**src/rtl/keypad_pkg.sv**
```systemverilog
// keypad_pkg: shared definitions for the 4x4 keypad scanner.
//   - state_t  : scanner FSM states
//   - ROWS/COLS: keypad matrix geometry
//   - CODE_TBL : key code for each {row, col} position
// The keyboard index width normally comes from the project Const.svh;
// the fallback below only applies when that header was not read first.
`ifndef KBCODE_WID
`define KBCODE_WID 5
`endif

package keypad_pkg;

  localparam int ROWS = 4;
  localparam int COLS = 4;

  typedef enum logic [1:0] {
    SCAN,
    DEBOUNCE,
    PRESSED,
    RELEASE
  } state_t;

  // Layout: r0 = 1 2 3 A; r1 = 4 5 6 B; r2 = 7 8 9 C; r3 = * 0 # D
  // '*' encodes as 0xE and '#' as 0xF.
  localparam logic [3:0] CODE_TBL [ROWS*COLS] = '{
    4'h1, 4'h2, 4'h3, 4'hA,
    4'h4, 4'h5, 4'h6, 4'hB,
    4'h7, 4'h8, 4'h9, 4'hC,
    4'hE, 4'h0, 4'hF, 4'hD
  };

endpackage

```
**src/rtl/keypad_scanner_sync.sv**
```systemverilog
// sync2: generic two-flop synchronizer for asynchronous level inputs.
//   i_clk   : destination clock
//   i_rst_n : asynchronous active-low reset; both stages reset to all ones
//             (matches idle pulled-up keypad columns)
//   i_d     : asynchronous input, WIDTH bits
//   o_q     : synchronized output, two i_clk cycles of latency
module sync2 #(
  parameter int WIDTH = 1
) (
  input  logic             i_clk,
  input  logic             i_rst_n,
  input  logic [WIDTH-1:0] i_d,
  output logic [WIDTH-1:0] o_q
);

  logic [WIDTH-1:0] r_meta;
  logic [WIDTH-1:0] r_sync;

  always_ff @(posedge i_clk or negedge i_rst_n) begin
    if (!i_rst_n) begin
      r_meta <= '1;
      r_sync <= '1;
    end else begin
      r_meta <= i_d;
      r_sync <= r_meta;
    end
  end

  assign o_q = r_sync;

endmodule

```
**src/rtl/keypad_scanner.sv**
```systemverilog
// keypad_scanner: scans and debounces a 4x4 matrix keypad.
//   clk         : system clock
//   rst_n       : asynchronous active-low reset
//   col_in      : keypad columns, active low, asynchronous to clk
//   row_out     : row drive, active low, exactly one row low
//   kb_idx      : {held, code[3:0]} keyboard index word for the MMIO block
//   press_pulse : one-cycle strobe per accepted press
module keypad_scanner
  import keypad_pkg::*;
#(
  parameter int SETTLE_CYC   = 16,     // min 4: covers the synchronizer delay
  parameter int DEBOUNCE_CYC = 200000  // min 2
) (
  input  logic                   clk,
  input  logic                   rst_n,
  input  logic [3:0]             col_in,
  output logic [3:0]             row_out,
  output logic [`KBCODE_WID-1:0] kb_idx,
  output logic                   press_pulse
);

  localparam int CNT_MAX = (SETTLE_CYC > DEBOUNCE_CYC) ? SETTLE_CYC : DEBOUNCE_CYC;
  localparam int CNT_W   = $clog2(CNT_MAX);
  localparam logic [CNT_W-1:0] SETTLE_LAST = CNT_W'(SETTLE_CYC - 1);
  localparam logic [CNT_W-1:0] DEB_LAST    = CNT_W'(DEBOUNCE_CYC - 1);

  logic [3:0]             w_col_s;
  state_t                 r_state, w_state_nxt;
  logic [1:0]             r_row, w_row_nxt, w_row_adv;
  logic [1:0]             r_cap_col, w_cap_col_nxt, w_low_col;
  logic [CNT_W-1:0]       r_cnt, w_cnt_nxt;
  logic [`KBCODE_WID-1:0] r_kb_idx, w_kb_idx_nxt;
  logic                   r_press, w_press_nxt;
  logic [3:0]             r_row_out;
  logic                   w_any_low, w_key_low;

  sync2 #(.WIDTH(4)) u_col_sync (
    .i_clk   (clk),
    .i_rst_n (rst_n),
    .i_d     (col_in),
    .o_q     (w_col_s)
  );

  assign w_row_adv = r_row + 2'd1;
  assign w_any_low = ~&w_col_s;
  assign w_key_low = ~w_col_s[r_cap_col];

  // Lowest-index low column wins when several keys in a row are down.
  always_comb begin
    w_low_col = 2'd3;
    if (!w_col_s[0])      w_low_col = 2'd0;
    else if (!w_col_s[1]) w_low_col = 2'd1;
    else if (!w_col_s[2]) w_low_col = 2'd2;
  end

  always_comb begin
    w_state_nxt   = r_state;
    w_row_nxt     = r_row;
    w_cap_col_nxt = r_cap_col;
    w_cnt_nxt     = r_cnt;
    w_kb_idx_nxt  = r_kb_idx;
    w_press_nxt   = 1'b0;
    case (r_state)
      SCAN: begin
        if (r_cnt == SETTLE_LAST) begin
          w_cnt_nxt = '0;
          if (w_any_low) begin
            w_cap_col_nxt = w_low_col;
            w_state_nxt   = DEBOUNCE;
          end else begin
            w_row_nxt = w_row_adv;
          end
        end else begin
          w_cnt_nxt = r_cnt + 1'b1;
        end
      end
      DEBOUNCE: begin
        if (!w_key_low) begin
          w_state_nxt = SCAN;
          w_row_nxt   = w_row_adv;
          w_cnt_nxt   = '0;
        end else if (r_cnt == DEB_LAST) begin
          w_state_nxt  = PRESSED;
          w_cnt_nxt    = '0;
          w_kb_idx_nxt = {1'b1, CODE_TBL[{r_row, r_cap_col}]};
          w_press_nxt  = 1'b1;
        end else begin
          w_cnt_nxt = r_cnt + 1'b1;
        end
      end
      PRESSED: begin
        // Only the captured column matters; other keys are ignored.
        if (!w_key_low) begin
          w_state_nxt = RELEASE;
          w_cnt_nxt   = '0;
        end
      end
      RELEASE: begin
        if (w_key_low) begin
          w_state_nxt = PRESSED;
          w_cnt_nxt   = '0;
        end else if (r_cnt == DEB_LAST) begin
          w_state_nxt     = SCAN;
          w_row_nxt       = w_row_adv;
          w_cnt_nxt       = '0;
          w_kb_idx_nxt[4] = 1'b0;  // code bits keep the last key
        end else begin
          w_cnt_nxt = r_cnt + 1'b1;
        end
      end
      default: begin
        w_state_nxt = SCAN;
        w_cnt_nxt   = '0;
      end
    endcase
  end

  always_ff @(posedge clk or negedge rst_n) begin
    if (!rst_n) begin
      r_state   <= SCAN;
      r_row     <= 2'd0;
      r_cap_col <= 2'd0;
      r_cnt     <= '0;
      r_kb_idx  <= '0;
      r_press   <= 1'b0;
      r_row_out <= 4'b1110;
    end else begin
      r_state   <= w_state_nxt;
      r_row     <= w_row_nxt;
      r_cap_col <= w_cap_col_nxt;
      r_cnt     <= w_cnt_nxt;
      r_kb_idx  <= w_kb_idx_nxt;
      r_press   <= w_press_nxt;
      // Decoded from the next row index so the pins move with r_row.
      r_row_out <= ~(4'b0001 << w_row_nxt);
    end
  end

  assign row_out     = r_row_out;
  assign kb_idx      = r_kb_idx;
  assign press_pulse = r_press;

endmodule

```
**config.mk**
```make
export PLATFORM = sky130hd
export DESIGN_NAME = keypad_scanner
export DESIGN_NICKNAME = d
export VERILOG_FILES = /design/src/rtl/keypad_pkg.sv /design/src/rtl/keypad_scanner_sync.sv /design/src/rtl/keypad_scanner.sv
export SDC_FILE = /design/constraint.sdc
export NUM_CORES = 1
export LEC_CHECK = 0
export CAP_MARGIN = 20
export CORE_MARGIN = 4
export CORE_UTILIZATION = 35
export DETAILED_ROUTE_END_ITERATION = 8
export PLACE_DENSITY = 0.52
export SKIP_CTS_REPAIR_TIMING = 1
export SLEW_MARGIN = 20
export SYNTH_ARGS = -nofsm -noshare
export SYNTH_HDL_FRONTEND = slang
export SYNTH_SLANG_ARGS = --single-unit
```
**constraint.sdc**
```tcl
create_clock -name clk -period 2.86 [get_ports clk]
set_clock_uncertainty 0.15 [all_clocks]
set_input_delay 0.572 -clock clk [delete_from_list [all_inputs] [get_ports clk]]
set_output_delay 0.572 -clock clk [all_outputs]
set_load 0.02 [all_outputs]
```
==> impl_metrics.env <==
export IMPL_synth_top_family_by_area="simple AND/OR/NAND/NOR gates"
export IMPL_overflow=0
export IMPL_synthFlopType="dfrtp_1"
export IMPL_synth_xor_area_share_pct=5.481
export IMPL_critical_path_arrival_ns=2.51
export IMPL_num_vias=1631
export IMPL_critPathRequiredTime_ns=2.94
export IMPL_path_buf_inv=0
export IMPL_p_per_area_nw_per_um2=709.1
export IMPL_start_kind="register"
export IMPL_slowest_delay_ns=0.68
export IMPL_areaGrowthSynthToFinish_pct=13.53
export IMPL_drtIter0Drc=82
export IMPL_grt_max_degree=43
export IMPL_synth_edff_count=0
export IMPL_async_flop_share_pct=100.0
export IMPL_crit_path_end="row_out[2]"
export IMPL_crit_path_cell_trace="mux4_2 -> and2_1 -> a32o_2 -> nor2_4 -> mux2_4"
export IMPL_syn_nets=227
export IMPL_yosysMostFrequentCell="dfrtp_1"
export IMPL_synth_simple_area_share_pct=20.75
export IMPL_cts_tree="built"
export IMPL_track_usage_pct=12.77
export IMPL_ir_drop_uv=317.9
export IMPL_wirelength_um=4464
export IMPL_chipHeight_um=87.95
export IMPL_tns_ns=0
export IMPL_grt_pass1_wl_um=7748
export IMPL_tightest_slew_ns=0.5539
export IMPL_holdCritPathClass="in -> async"
export IMPL_synth_seq_cells=42
export IMPL_diodes=0
export IMPL_nNetsFinal=242
export IMPL_hold_slack_ns=0.1009
export IMPL_synth_top_area_cell="dfrtp_1"
export IMPL_crit_path_max_fanout=11
export IMPL_max_freq_mhz=410.6
export IMPL_fp_row_count=28
export IMPL_critPathSlowestCell="mux4_2"
export IMPL_fin_crit_sh_pct=85.15
export IMPL_finalSetupViolations=0
export IMPL_grt_pass1_vias=1551
export IMPL_synth_top_cell_area_share_pct=34.68
export IMPL_synth_mux_area_fraction_pct=5.369
export IMPL_synth_distinct_cells=50
export IMPL_cts_root_buf="clkbuf_8"
export IMPL_worstSetupStartpoint="r_cap_col[0]"
export IMPL_core_sq_um=6061
export IMPL_synth_compound_area_share_pct=13.81
export IMPL_r2r_slack_ns=0.42
export IMPL_finalHoldViolations=0
export IMPL_synth_common_cells="31 x dfrtp_1, 17 x nand2_1, 16 x a21oi_1, 13 x xor2_1, 11 x dfstp_2"
export IMPL_cts_sinks=42
export IMPL_outcome="finished clean"
export IMPL_critPathKind="reg -> reg"
export IMPL_cts_buffer_depth=2
export IMPL_avgSynthCellArea_sq_um=10.41
export IMPL_ant_nets=0
export IMPL_antenna_found_initial=0
export IMPL_slew_headroom_pct=62.79
export IMPL_critPathCaptureType="register"
export IMPL_die_w_um=87.95
export IMPL_layout_min_cycle_time_ns=2.435
export IMPL_dr_pass1_iters=5
export IMPL_io_buffers=15
export IMPL_synth_area_leaders="dfrtp_1 35%, dfstp_2 13%, xor2_1 5.1%"
export IMPL_synth_area_sq_um=2237
export IMPL_cts_clk_slew_worst_paths_ns=0.09
export IMPL_reg2reg_depth=5
export IMPL_synth_seq_area_share_pct=47.60
export IMPL_yosys_warnings=0
export IMPL_syn_inst=215
export IMPL_power_leakage_nw=1.072
export IMPL_gp_congestion=0.7672
export IMPL_drc_errors=0
export IMPL_crit_family="multiplexers"
export IMPL_drv_cap=0
export IMPL_numCtsBuffers=5
export IMPL_die_area_sq_um=7735
export IMPL_r2r_end="row_out[2]"
export IMPL_drive_above_1_share_pct=15.58
export IMPL_final_max_slew_viol_count=0
export IMPL_htree_num_levels=2
export IMPL_place_hpwl_um=3095
export IMPL_synth_fa_ha_area_share_pct=3.356
export IMPL_viasPerCell=5.330
export IMPL_reg2reg_from="r_cap_col[0]"
export IMPL_rsz0062_at_grt="false"
export IMPL_top_level_ports=16
export IMPL_cp_num_cells=5
export IMPL_initial_core_util_pct=36.91
export IMPL_detail_route_wl_per_cell_um=14.59
export IMPL_clk_latency_ns=0.30
## how the worst min path moves through the flow
stage / from / end / slack, ns / depth (start not counted)
3_5_place_dp: u_col_sync.r_meta[1] / u_col_sync.o_q[1] / 0.20 / 0
4_1_cts: u_col_sync.r_meta[0] / u_col_sync.o_q[0] / 0.21 / 0
6_report: rst_n / row_out[0] / 0.10 / 1
3_3_place_gp: u_col_sync.r_meta[0] / u_col_sync.o_q[0] / 0.20 / 0
5_1_grt: rst_n / r_cnt[13] / 0.14 / 1
2_1_floorplan: rst_n / asynchronous set/reset pin / 0.13 / 0
## state kept, by name (all words and copies together) (netlist names), named ones only
| signal | count |
|---|---|
| u_col_sync.r_meta | 4 |
| r_cnt | 18 |
| press_pulse | 1 |
| row_out | 4 |
| r_row | 2 |
| r_state | 1 |
| u_col_sync.o_q | 4 |
| kb_idx | 5 |
| r_cap_col | 2 |
## where the power goes
part | internal [mW] | switching (mW)
clock | 0.176 | 0.225
sequential | 0.703 | 0.142
combinational | 0.280 | 0.276
total | 1.16 | 0.643
## cells by family (layout without fill, tap and decap cells)
logic type,after synthesis,after routing
flip-flops,42,42
adder cells (fa/ha/maj),6,6
multiplexers,9,9
AND/OR/NAND/NOR,81,81
buffers and inverters,18,34
AO/OA/AOI/OAI,45,45
XOR/XNOR,14,14
## layout by cell type, fill, tap and decap left out, types with 6 or more instances in the layout
cell type         n
a21oi_1          16
and3_1            7
clkdlybuf4s50_1  14
dfrtp_1          31
dfstp_2          11
ha_1              6
inv_1             9
mux2i_1           6
nand2_1          17
nand3_1          10
nand4_1           8
nor2_1            9
nor3_1            6
o21ai_0           9
xor2_1           13
## per-layer routing
layer	GRT usage, %	part of all wire, %	up-vias
li1	-	-	804
met1	17.30	50	795
met3	2.916	3.6	6
met2	19.66	45	26
met5	0	0	-
met4	5.300	1.6	0
## per-stage QoR
stage          power (mW)  cell area [sq um]  instances  utilization [%]  setup slack, ns
4_1_cts             1.837               2537        306            41.87           0.4113
6_report            1.801               2540        306            41.91           0.4247
2_1_floorplan       1.263               2237        215                -           0.7325
3_5_place_dp        1.422               2444        298            40.32           0.4358
5_1_grt             1.938               2540        306            41.91           0.3326
3_3_place_gp        1.412               2444        298            40.32           0.4958
## worst register-to-register path, cell delays in order (launching register included)
cell and delay (ns):
dfrtp_1 0.53, mux4_2 0.68, and2_1 0.23, a32o_2 0.25
nor2_4 0.20, mux2_4 0.32
## layout make-up
type                            instances  area (sq um)
Sequential cell                        42          1065
Inverter                                9         33.78
Clock inverter                          3         25.02
Multi-Input combinational cell        155          1091
Tap cell                               75         93.84
Fill cell                             610          3521
Clock buffer                            5         68.82
Timing Repair Buffer                   17         162.7
No activity file was read; power rests on OpenSTA's default activity.
